<file path="src/rtl/reg_ctrl_pkg.sv">
// rtl/reg_ctrl_pkg.sv - shared constants and types for the register-file write path
package reg_ctrl_pkg;

    localparam int pw       = 4;
    localparam int NREQ     = 3;
    localparam int CW       = 16;

    localparam int REQ_ALU  = 0;
    localparam int REQ_LOAD = 1;
    localparam int REQ_IMM  = 2;

    typedef struct packed {
        logic [pw-1:0] addr;
        logic [7:0]    data;
    } wr_req_t;

endpackage

</file>
<file path="src/rtl/rr_arbiter.sv">
// rtl/rr_arbiter.sv - combinational round-robin pick starting after the last winner
module rr_arbiter #(
    parameter int NREQ = 3,
    parameter int IW   = 2
) (
    input  logic [NREQ-1:0] req,
    input  logic [IW-1:0]   ptr,
    input  logic            en,
    output logic [NREQ-1:0] grant
);

    int   cand;
    int   sel;
    logic hit;

    // Scan ptr+1, ptr+2, ... wrapping, so the previous winner is checked last.
    always_comb begin
        grant = '0;
        hit   = 1'b0;
        sel   = 0;
        cand  = 0;
        for (int off = 1; off <= NREQ; off++) begin
            cand = (int'(ptr) + off) % NREQ;
            if (!hit && ((req >> cand) & NREQ'(1)) != '0) begin
                hit = 1'b1;
                sel = cand;
            end
        end
        if (hit && en) begin
            grant = NREQ'(1) << sel;
        end
    end

endmodule

</file>
<file path="src/rtl/reg_wr_arbiter.sv">
// rtl/reg_wr_arbiter.sv - round-robin sharing of the register-file write port
module reg_wr_arbiter #(
    parameter int pw   = 4,
    parameter int NREQ = 3,
    parameter int CW   = 16
) (
    input  logic                           clk,
    input  logic                           reset,
    input  logic [NREQ-1:0]                req_valid,
    output logic [NREQ-1:0]                req_ready,
    input  logic [NREQ-1:0][pw-1:0]        req_addr,
    input  logic [NREQ-1:0][7:0]           req_data,
    input  logic                           hold,
    output logic                           wr_en,
    output logic [pw-1:0]                  wr_addr,
    output logic [7:0]                     dat_in,
    output logic [(NREQ>1 ? $clog2(NREQ) : 1)-1:0] grant_id,
    output logic [(2**pw)-1:0]             busy,
    output logic [CW-1:0]                  wr_count
);

    import reg_ctrl_pkg::*;

    localparam int IW = (NREQ > 1) ? $clog2(NREQ) : 1;

    logic            sv;
    wr_req_t         stage_q;
    logic [IW-1:0]   id_q;
    logic [IW-1:0]   ptr_q;
    logic [CW-1:0]   cnt_q;

    logic            load_ok;
    logic            accept;
    logic [NREQ-1:0] grant;
    logic [IW-1:0]   win_idx;
    wr_req_t         win_req;

    // Reset masks both the write and any new accept in the same cycle.
    assign wr_en   = sv & ~hold & ~reset;
    assign load_ok = (~sv | ~hold) & ~reset;

    rr_arbiter #(
        .NREQ (NREQ),
        .IW   (IW)
    ) u_arb (
        .req   (req_valid),
        .ptr   (ptr_q),
        .en    (load_ok),
        .grant (grant)
    );

    assign req_ready = grant;
    assign accept    = |grant;

    always_comb begin
        win_idx = '0;
        win_req = '0;
        for (int i = 0; i < NREQ; i++) begin
            if (grant[i]) begin
                win_idx      = IW'(i);
                win_req.addr = req_addr[i];
                win_req.data = req_data[i];
            end
        end
    end

    // A drain and a new accept in the same cycle simply overwrite the stage.
    always_ff @(posedge clk) begin
        if (reset) begin
            sv      <= 1'b0;
            stage_q <= '0;
            id_q    <= '0;
            ptr_q   <= IW'(NREQ - 1);
            cnt_q   <= '0;
        end else begin
            if (wr_en) begin
                cnt_q <= cnt_q + CW'(1);
            end
            if (accept) begin
                sv      <= 1'b1;
                stage_q <= win_req;
                id_q    <= win_idx;
                ptr_q   <= win_idx;
            end else if (wr_en) begin
                sv <= 1'b0;
            end
        end
    end

    always_comb begin
        busy = '0;
        if (sv) begin
            busy[stage_q.addr] = 1'b1;
        end
    end

    assign wr_addr  = stage_q.addr;
    assign dat_in   = stage_q.data;
    assign grant_id = id_q;
    assign wr_count = cnt_q;

endmodule

</file>
<file path="config.mk">
export PLATFORM = sky130hd
export DESIGN_NAME = reg_wr_arbiter
export DESIGN_NICKNAME = d
export VERILOG_FILES = /design/src/rtl/reg_ctrl_pkg.sv /design/src/rtl/rr_arbiter.sv /design/src/rtl/reg_wr_arbiter.sv
export SDC_FILE = /design/constraint.sdc
export NUM_CORES = 1
export LEC_CHECK = 0
export BUFFER_PORTS_ARGS = -buffer_cell sky130_fd_sc_hd__buf_4
export CAP_MARGIN = 20
export CORE_ASPECT_RATIO = 1.1
export CORE_MARGIN = 2
export CORE_UTILIZATION = 34
export DETAILED_ROUTE_END_ITERATION = 8
export PLACE_DENSITY = 0.68
export SLEW_MARGIN = 20
export SYNTH_ARGS = -nofsm -noshare
export SYNTH_HDL_FRONTEND = slang
export SYNTH_HIERARCHICAL = 1
export SYNTH_SLANG_ARGS = --single-unit
</file>
<file path="constraint.sdc">
create_clock -name clk -period 4.3 [get_ports clk]
set_input_delay 0.215 -clock clk [delete_from_list [all_inputs] [get_ports clk]]
set_output_delay 0.215 -clock clk [all_outputs]
set_load 0.01 [all_outputs]
</file>
==> results.ini, run 1 <==
[clock_tree]
hold_buffers=0
cts_buffers=5
clock-root-buffer=clkbuf_8
clk_latency_ns=0.29
clkTransAtPathRegs_ns=0.08
clock_path_buffers=2
cts_tree=built
cts_max_level=2
clkSinkCount=32
cts_setup_buffers=0
post_cts_resized=0

[grt]
antenna_found_initial=0
grt_pass1_wl_um=9200
grt_usage_pct=16.7
first_global_vias=2059
grt-ovfl-total=0
grt_max_degree=36

[setup_path]
crit_path_end=wr_addr[3]
worst-path-max-fanout=16
worst_setup_path_start_kind=flop
crit_required_ns=4.47
path_class=reg -> reg
reg2regPathDepth=12
critPathCaptureType=flop
startpoint=grant_id[0]
crit_arrival_ns=4.03
r2r-start=grant_id[0]
regToRegSetupSlack_ns=0.44
reg2reg_to=wr_addr[3]

[cells_and_area]
num-fill-cells=611
drive_above_1_share_pct=32.6
syn2layout_area_growth_pct=39.6
fin_nets=407
antenna_cells=0
final_cells=436

[die]
io-pin-count=92
dieArea_mm2=0.00685
rows=30
fp.dieW_um=79.1
start_util_pct=34.7
coreArea_mm2=0.00608
die_y_um=86.6

[yosys]
ys_warn_count=6
ys_seq_elements=32
synth_top_cell_by_area=dfxtp_1
ys_seq_area_share_pct=30.4
synth.distinct_cells=52
synth_cells=273
synth_ff_type=dfxtp_1
async_flop_share_pct=0
syn_avg_cell_area_um2=7.72
synth_top_area_share_pct=30.4
syn_nets=325
synth_area_mm2=0.00211
synth-edff-count=0
ys_top_cells_by_area=dfxtp_1 (30%), nor2_1 (7.3%), inv_1 (6.6%)

[place]
dp_slack_ns=0.180
gp_congestion=0.849
hpwl_um=4230
io_buffers=91
dp.cells=428

[routing]
first_pass_iters=4
drtIter0Drc=41
wl_per_cell_um=12.8
wl_um=5590
ant_nets=0
via_count=2180
drcViolationCount=0
vias_per_cell=5.00

[timing]
finalCritPeriodShare_pct=89.7
hold_ws_ns=0.182
rsz0062_at_grt=false
finalHoldViolCount=0
finalMaxSlewViolations=0
relSlewSlack_pct=57.4
worst_slack_ns=0.442
final.setup.tns_ns=0
worst_slew_pin_slew_ns=0.640
finalSetupViolations=0
fin_crit_ns=3.86
fmax_ghz=0.259
clock_skew_ns=0.00835

[power]
peakVddDrop_uv=299
p_leak_nw=1.34
power_density_mw_per_mm2=561
power.total_w=0.00165

[hold_path]
min_path_type=in -> reg
holdPathStages=3

[status]
status=complete, no violations

[job]
cap_violations=0

[critical path, cell delays in order, from the launching register on]
cell	delay, ns
dfxtp_1	0.44
inv_1	0.13
ha_1	0.44
inv_1	0.14
nand3_1	0.10
ha_1	0.28
and4bb_2	0.22
mux2i_1	0.30
nor2_1	0.14
o31ai_4	0.59
or3_1	0.51
nor2_1	0.07
a2111oi_0	0.36
[layout make-up]
| type | instances | area (µm²) | area share [%] |
|---|---|---|---|
| multi-input combinational | 186 | 1250 | 42.6 |
| timing repair buffer | 93 | 698 | 23.7 |
| sequential | 32 | 641 | 21.8 |
| inverter | 37 | 139 | 4.72 |
| tap | 80 | 100 | 3.40 |
| clock buffer | 5 | 68.8 | 2.34 |
| clock inverter | 3 | 42.5 | 1.44 |
[Yosys cell counts (2+ instances only)]
cell and count:
and4_1 2, nand2_1 8, a2111oi_0 12, nor3_1 7, nand3_1 7, xnor2_1 4, nor4_1 4, a21oi_1 22
o21ai_0 3, nor2b_1 2, nand4_1 4, nand2b_1 3, mux2_4 2, buf_6 2, inv_1 37, clkbuf_1 12
xor2_1 5, a211o_1 2, nand3b_1 3, nor2_1 41, dfxtp_1 32, ha_1 10, or3_1 4, buf_4 3
mux2i_1 2, a211oi_1 14
[report_power, final]
group / total [W] / internal (W) / switching [W]
Combinational: 0.000937 / 0.000398 / 0.000540
Clock: 0.000294 / 0.000171 / 0.000123
Sequential: 0.000421 / 0.000358 / 0.0000631
Total: 0.00165 / 0.000927 / 0.000726
[routing by layer]
metal | vias to the layer above | share of wire, % | GRT usage, % | routed length, µm
li1 | 1113 | - | - | -
met1 | 989 | 42 | 18.8 | 2340
met2 | 69 | 51 | 29.7 | 2840
met3 | 9 | 5.8 | 4.69 | 323
met4 | 0 | 1.6 | 6.74 | 88
met5 | - | 0 | 0 | 0
[registers in the layout (all words and copies together), names as in the netlist]
name	flops
wr_count	16
dat_in	8
wr_addr	4
ptr_q	1
sv	1
grant_id	2
[metrics by stage]
| step | util [%] | cell area, µm² |
|---|---|---|
| 2_1_floorplan | - | 2110 |
| 3_3_place_gp | 46.4 | 2820 |
| 3_5_place_dp | 46.4 | 2820 |
| 4_1_cts | 48.3 | 2940 |
| 5_1_grt | 48.4 | 2940 |
| 6_report | 48.4 | 2940 |
[placed cells by master, fill, tap and decap left out, drive strengths merged, types with 2 or more instances in the layout]
cell     Yosys  layout
nor4         4       4
mux2i        2       2
nand2b       4       4
xor2         5       5
nor2        42      42
o31ai        2       2
xnor2        4       4
a21oi       23      23
inv         37      37
clkbuf      12       5
a2111oi     12      12
nor2b        2       2
mux2         4       4
buf          6      93
ha          10      10
o21ai        4       4
a211o        2       2
a211oi      14      14
o211ai       2       2
dfxtp       32      32
nand4        4       4
or3b         2       2
nand3        7       7
nand2        8       8
nor3         7       7
and4         2       2
or3          5       5
nand3b       3       3
[logic make-up (layout without fill, tap and decap cells)]
logic type      after synthesis  in the layout  share of synthesized area [%]
xor+xnor                      9              9                           3.74
flops                        32             32                           30.4
mux                           6              6                           3.44
simple gates                 97             97                           24.0
compound gates               64             64                           21.4
fa+ha+maj                    10             10                           5.93
buf+inv                      55            138                           11.1
[how the worst min path moves through the flow]
stage	start	endpoint	slack [ns]
detailed placement	dat_in[5]	dat_in[5]	0.49
CTS	req_addr[8]	wr_addr[0]	0.17
floorplan	hold	sv	0.36
global route	req_data[19]	dat_in[3]	0.19
global placement	grant_id[1]	grant_id[1]	0.48
finish	req_addr[8]	wr_addr[0]	0.18
Power figures use the tool's default switching activity.
==> inputs of run 2 (changes only) <==
Settings changed: SYNTH_HIERARCHICAL 1 to unset.
==> run 2 against run 1 <==
First-iteration DRC count is 93% higher. Critical path type is now reg -> out. Fmax is 3.8% higher. Wire length is 2.5% higher. Critical endpoint is now req_ready[0].
==> results.ini, run 2 <==
[timing]
relSlewSlack_pct=49.7  ; was 57.4%
final.setup.tns_ns=0  ; unchanged
clock_skew_ns=0.00833  ; was 0.00835 ns
worst_slack_ns=0.582  ; was 0.442 ns
fin_crit_ns=3.72  ; was 3.86 ns
rsz0062_at_grt=false  ; unchanged
fmax_ghz=0.269  ; was 0.259 GHz
finalSetupViolations=0  ; unchanged
finalHoldViolCount=0  ; unchanged
worst_slew_pin_slew_ns=0.752  ; was 0.640 ns
finalMaxSlewViolations=0  ; unchanged
finalCritPeriodShare_pct=86.5  ; was 89.7%

[clock_tree]
hold_buffers=0  ; unchanged
clock-root-buffer=clkbuf_8  ; unchanged
cts_tree=built  ; unchanged
cts_setup_buffers=0  ; unchanged
cts_buffers=5  ; unchanged
clkSinkCount=32  ; unchanged
post_cts_resized=0  ; unchanged
clkTransAtPathRegs_ns=0.06  ; was 0.08 ns
cts_max_level=2  ; unchanged
clk_latency_ns=0.28  ; was 0.29 ns
clock_path_buffers=2  ; unchanged

[die]
rows=29  ; was 30
dieArea_mm2=0.00679  ; was 0.00685 mm²
start_util_pct=35.8  ; was 34.7%
io-pin-count=92  ; unchanged
die_y_um=86.2  ; was 86.6 µm
coreArea_mm2=0.00584  ; was 0.00608 mm²
fp.dieW_um=78.8  ; was 79.1 µm

[cells_and_area]
layout_commonest_cell=buf_4  ; unchanged
syn2layout_area_growth_pct=37.2  ; was 39.6%
post-route-util_pct=49.1  ; was 48.4%
num-fill-cells=577  ; was 611
mostFrequentLayoutCells=buf_4 (92), nor2_1 (43), dfxtp_1 (32), nand3_1 (18), and2_1 (13)  ; was buf_4 (93), nor2_1 (41), inv_1 (37), dfxtp_1 (32), a21oi_1 (22)
largest_reg_flops=16  ; unchanged
fin_nets=386  ; was 407
stdcell_area_mm2=0.00287  ; was 0.00294 mm²
antenna_cells=0  ; unchanged
drive_above_1_share_pct=34.0  ; was 32.6%

[setup_path]
worst-path-max-fanout=17  ; was 16
crit_arrival_ns=3.50  ; was 4.03 ns
crit_required_ns=4.09  ; was 4.47 ns
critPathCaptureType=primary output  ; was flop
crit_family=simple AND/OR/NAND/NOR gates  ; unchanged
path_class=reg -> out  ; was reg -> reg
reg2regPathDepth=11  ; was 12
worst_setup_path_start_kind=flop  ; unchanged
cp_cell_sequence=inv_1 -> ha_1 -> nor2b_1 -> nand2_1 -> ha_1 -> nor2_1 -> a31oi_1 -> nor3_4 -> o41ai_4 -> buf_4 -> or2b_4 -> nor3_1 -> buf_4  ; was inv_1 -> ha_1 -> inv_1 -> nand3_1 -> ha_1 -> and4bb_2 -> mux2i_1 -> nor2_1 -> o31ai_4 -> or3_1 -> nor2_1 -> a2111oi_0
critPathBufInv=3  ; was 2
worst-path-stages=13  ; was 12
slowest_stage=ha_1  ; was o31ai_4
cp_slowest_stage_delay_ns=0.46  ; was 0.59 ns

[routing]
wl_per_cell_um=13.9  ; was 12.8 µm
vias_per_cell=5.14  ; was 5.00
wl_um=5730  ; was 5590 µm
drcViolationCount=0  ; unchanged
via_count=2117  ; was 2,180
first_pass_iters=4  ; unchanged
ant_nets=0  ; unchanged
drtIter0Drc=79  ; was 41

[yosys]
async_flop_share_pct=0  ; unchanged
synth-edff-count=0  ; unchanged
ys_seq_elements=32  ; unchanged
synth_most_common_cell=nor2_1  ; unchanged
ys_top_cells_by_area=dfxtp_1 (31%), nor2_1 (7.7%), ha_1 (6.0%)  ; was dfxtp_1 (30%), nor2_1 (7.3%), inv_1 (6.6%)
ys_warn_count=0  ; was 6
synth_top_cell_by_area=dfxtp_1  ; unchanged
syn_nets=303  ; was 325
synthTopCellsByCount=nor2_1 (43), dfxtp_1 (32), nand3_1 (18), and2_1 (13)  ; was nor2_1 (41), inv_1 (37), dfxtp_1 (32), a21oi_1 (22), a211oi_1 (14)
synth_cells=251  ; was 273
synth_ff_type=dfxtp_1  ; unchanged
syn_avg_cell_area_um2=8.33  ; was 7.72 µm²
synth_top_area_share_pct=30.6  ; was 30.4%
synth_area_mm2=0.00209  ; was 0.00211 mm²
ys_seq_area_share_pct=30.6  ; was 30.4%
synth.distinct_cells=46  ; was 52

[hold_path]
min_path_type=in -> reg  ; unchanged
holdPathStages=3  ; unchanged

[power]
peakVddDrop_uv=438  ; was 299 µV
p_leak_nw=1.29  ; was 1.34 nW
power.total_w=0.00176  ; was 0.00165 W
power_density_mw_per_mm2=612  ; was 561 mW/mm²

[grt]
grt_pass1_wl_um=9370  ; was 9200 µm
grt_usage_pct=17.3  ; was 16.7%
antenna_found_initial=0  ; unchanged
first_global_vias=1969  ; was 2,059
grt-ovfl-total=0  ; unchanged
grt_max_degree=20  ; was 36

[place]
dp_slack_ns=0.851  ; was 0.180 ns
hpwl_um=4490  ; was 4230 µm
io_buffers=91  ; unchanged
gp_congestion=0.855  ; was 0.849
dpl-instance-area_mm2=0.00278  ; was 0.00282 mm²

[status]
status=complete, no violations  ; unchanged

[job]
cap_violations=0  ; unchanged

==> run 2: area by class of cell <==
class	count	area, µm²	area share, %
clock buffers	6	82.6	2.88
inverters	8	30.0	1.05
flip-flops and latches	32	641	22.3
multi-input cells	195	1320	46.0
clock inverters	2	10.0	0.349
well taps	77	96.3	3.36
repair buffers	92	691	24.1
==> run 2: layer usage <==
metal / global-route usage [%] / wire length, µm / vias up / part of all wire [%]
met5: 0 / 0 / - / 0
met4: 5.58 / 62 / 0 / 1.1
met2: 30.1 / 2910 / 63 / 51
li1: - / - / 1064 / -
met1: 21.6 / 2470 / 983 / 43
met3: 3.23 / 287 / 7 / 5.0
==> run 2: worst paths after layout <==
path                                   start           end  slack [ns]
worst min-delay path            req_data[21]     dat_in[5]        0.24
worst max-delay path             grant_id[0]  req_ready[0]        0.58
worst min register to register     dat_in[1]     dat_in[1]        0.47
worst max register to register   grant_id[0]     dat_in[4]        0.90
==> run 2: cells by family after synthesis <==
| family | count (synthesis) | share of synthesized area [%] |
|---|---|---|
| compound gates | 51 | 20.9 |
| fa+ha+maj | 10 | 5.98 |
| mux | 3 | 1.68 |
| xor+xnor | 13 | 5.45 |
| buf+inv | 24 | 6.28 |
| simple gates | 118 | 29.0 |
| flops | 32 | 30.6 |
==> run 2: through the flow <==
step | instances | hold WS (ns)
2_1_floorplan | 251 | 0.409
3_3_place_gp | 404 | 0.460
3_5_place_dp | 404 | 0.459
4_1_cts | 412 | 0.236
5_1_grt | 412 | 0.245
6_report | 412 | 0.241
==> run 2: report_power, final <==
group          internal, W  total [W]  switching, W
logic             0.000467    0.00111      0.000644
registers         0.000356   0.000412     0.0000560
clock network     0.000127   0.000234      0.000106
==> run 2: worst min-delay path, cell delays in order <==
cell	delay (ns)
buf_4	0.11
nor2_1	0.09
o31ai_1	0.06
==> inputs of run 3 (changes only) <==
Settings changed: PLACE_DENSITY 0.68 to unset, PLACE_DENSITY_LB_ADDON set to 0.1.
==> run 3 against run 2 <==
Critical endpoint unchanged. Core utilization about the same. First-iteration DRC count is 29% lower. Sequential cell count stayed put. Die area did not move. Register-to-register slack about the same. Largest power group unchanged. Final cell count unchanged. Sequential power is essentially flat.
==> results.ini, run 3 (synthesized netlist as in run 2, its figures left out) <==
[clock_tree]
hold_buffers=0  ; unchanged
clk_latency_ns=0.28  ; about the same
cts_setup_buffers=0  ; unchanged
clkTransAtPathRegs_ns=0.07  ; was 0.06 ns
clkSinkCount=32  ; unchanged
cts_buffers=5  ; unchanged
clock_path_buffers=2  ; unchanged
cts_tree=built  ; unchanged
clock-root-buffer=clkbuf_8  ; unchanged
post_cts_resized=0  ; unchanged
cts_max_level=2  ; unchanged

[timing]
worst_slew_pin_slew_ns=0.791  ; was 0.752 ns
final.setup.tns_ns=0  ; unchanged
rsz0062_at_grt=false  ; unchanged
finalHoldViolCount=0  ; unchanged
finalMaxSlewViolations=0  ; unchanged
worst_slack_ns=0.615  ; was 0.582 ns
hold_ws_ns=0.237  ; was 0.241 ns
fmax_ghz=0.271  ; was 0.269 GHz
relSlewSlack_pct=47.1  ; was 49.7%
finalCritPeriodShare_pct=85.7  ; was 86.5%
finalSetupViolations=0  ; unchanged
fin_crit_ns=3.68  ; was 3.72 ns
clock_skew_ns=0.00934  ; was 0.00833 ns

[die]
dieArea_mm2=0.00679  ; unchanged
coreArea_mm2=0.00584  ; unchanged
die_y_um=86.2  ; unchanged
start_util_pct=35.8  ; unchanged
fp.dieW_um=78.8  ; unchanged
io-pin-count=92  ; unchanged
rows=29  ; unchanged

[place]
hpwl_um=4270  ; was 4490 µm
io_buffers=91  ; unchanged
dp_slack_ns=0.902  ; was 0.851 ns
gp_congestion=0.796  ; was 0.855

[job]
cap_violations=0  ; unchanged

[cells_and_area]
syn2layout_area_growth_pct=37.1  ; was 37.2%
drive_above_1_share_pct=33.4  ; was 34.0%
seq_area_um2=641  ; unchanged
largest_reg_flops=16  ; unchanged
multiInputGateArea_mm2=0.00132  ; unchanged
layout_commonest_cell=buf_4  ; unchanged
num-fill-cells=600  ; was 577
fin_nets=386  ; unchanged
mostFrequentLayoutCells=buf_4 (92), nor2_1 (43), dfxtp_1 (32), nand3_1 (18), and2_1 (13)  ; unchanged
antenna_cells=0  ; unchanged

[power]
peakVddDrop_uv=399  ; was 438 µV
p_leak_nw=1.29  ; about the same
power_density_mw_per_mm2=618  ; was 612 mW/mm²

[grt]
first_global_vias=2013  ; was 1,969
grt_max_degree=20  ; unchanged
grt_pass1_wl_um=9070  ; was 9370 µm
grt-ovfl-total=0  ; unchanged
grt_usage_pct=16.5  ; was 17.3%
antenna_found_initial=0  ; unchanged

[setup_path]
crit_arrival_ns=3.47  ; was 3.50 ns
worst_setup_path_start_kind=flop  ; unchanged
path_class=reg -> out  ; unchanged
worst-path-max-fanout=17  ; unchanged
critPathCaptureType=primary output  ; unchanged
crit_required_ns=4.09  ; about the same

[routing]
first_pass_iters=4  ; unchanged
drcViolationCount=0  ; unchanged
wl_um=5580  ; was 5730 µm
vias_per_cell=5.02  ; was 5.14
via_count=2067  ; was 2,117
wl_per_cell_um=13.5  ; was 13.9 µm
ant_nets=0  ; unchanged
drtIter0Drc=56  ; was 79

[status]
status=complete, no violations  ; unchanged

[hold_path]
min_path_type=in -> reg  ; unchanged

==> run 3: cell count changes in the layout (fill, tap and decap cells not counted) <==
cell and delta:
clkbuf_1 +2, clkinv_2 -2
==> run 3: layout make-up <==
cell class	count	area share (%)
sequential	32	22.3
tap	77	3.36
timing repair buffer	92	24.1
clock buffer	8	3.14
inverter	8	1.05
multi-input combinational	195	46.0
==> run 3: final timing paths <==
check	start	depth (start not counted)	end	slack [ns]
worst max-delay path	grant_id[0]	13	req_ready[0]	0.62
worst min register to register	grant_id[1]	2	grant_id[1]	0.46
worst min-delay path	req_data[22]	3	dat_in[6]	0.24
worst max register to register	grant_id[0]	11	wr_addr[2]	0.89
==> run 3: layer usage <==
metal | track usage [%] | up-vias | routed length [µm]
met3 | 2.92 | 4 | 314
met2 | 29.4 | 54 | 2780
met4 | 5.42 | 0 | 48
met1 | 20.0 | 943 | 2440
li1 | - | 1066 | -
met5 | 0 | - | 0
==> run 3: power by group <==
part | total [W] | internal (W) | switching (W) | leakage (nW)
Sequential | 0.000411 | 0.000356 | 0.0000551 | 0.261
Combinational | 0.00112 | 0.000466 | 0.000658 | 0.982
Clock | 0.000235 | 0.000130 | 0.000105 | 0.0455
Total | 0.00177 | 0.000953 | 0.000818 | 1.29
==> run 3: critical path: stages, from the launching register on <==
cell and delay, ns:
dfxtp_1 0.43, inv_1 0.13, ha_1 0.45, nor2b_1 0.23
nand2_1 0.08, ha_1 0.28, nor2_1 0.13, a31oi_1 0.16
nor3_4 0.33, o41ai_4 0.12, buf_4 0.21, or2b_4 0.34
nor3_1 0.16, buf_4 0.15
==> run 3: metrics by stage <==
step	total power (W)	cell area (µm²)	std cells	util [%]
after global routing	0.00192	2870	412	49.1
after floorplan	0.00127	2090	251	-
after CTS	0.00178	2870	412	49.1
after detailed placement	0.00154	2780	404	47.5
final	0.00177	2870	412	49.1
after global placement	0.00154	2780	404	47.5
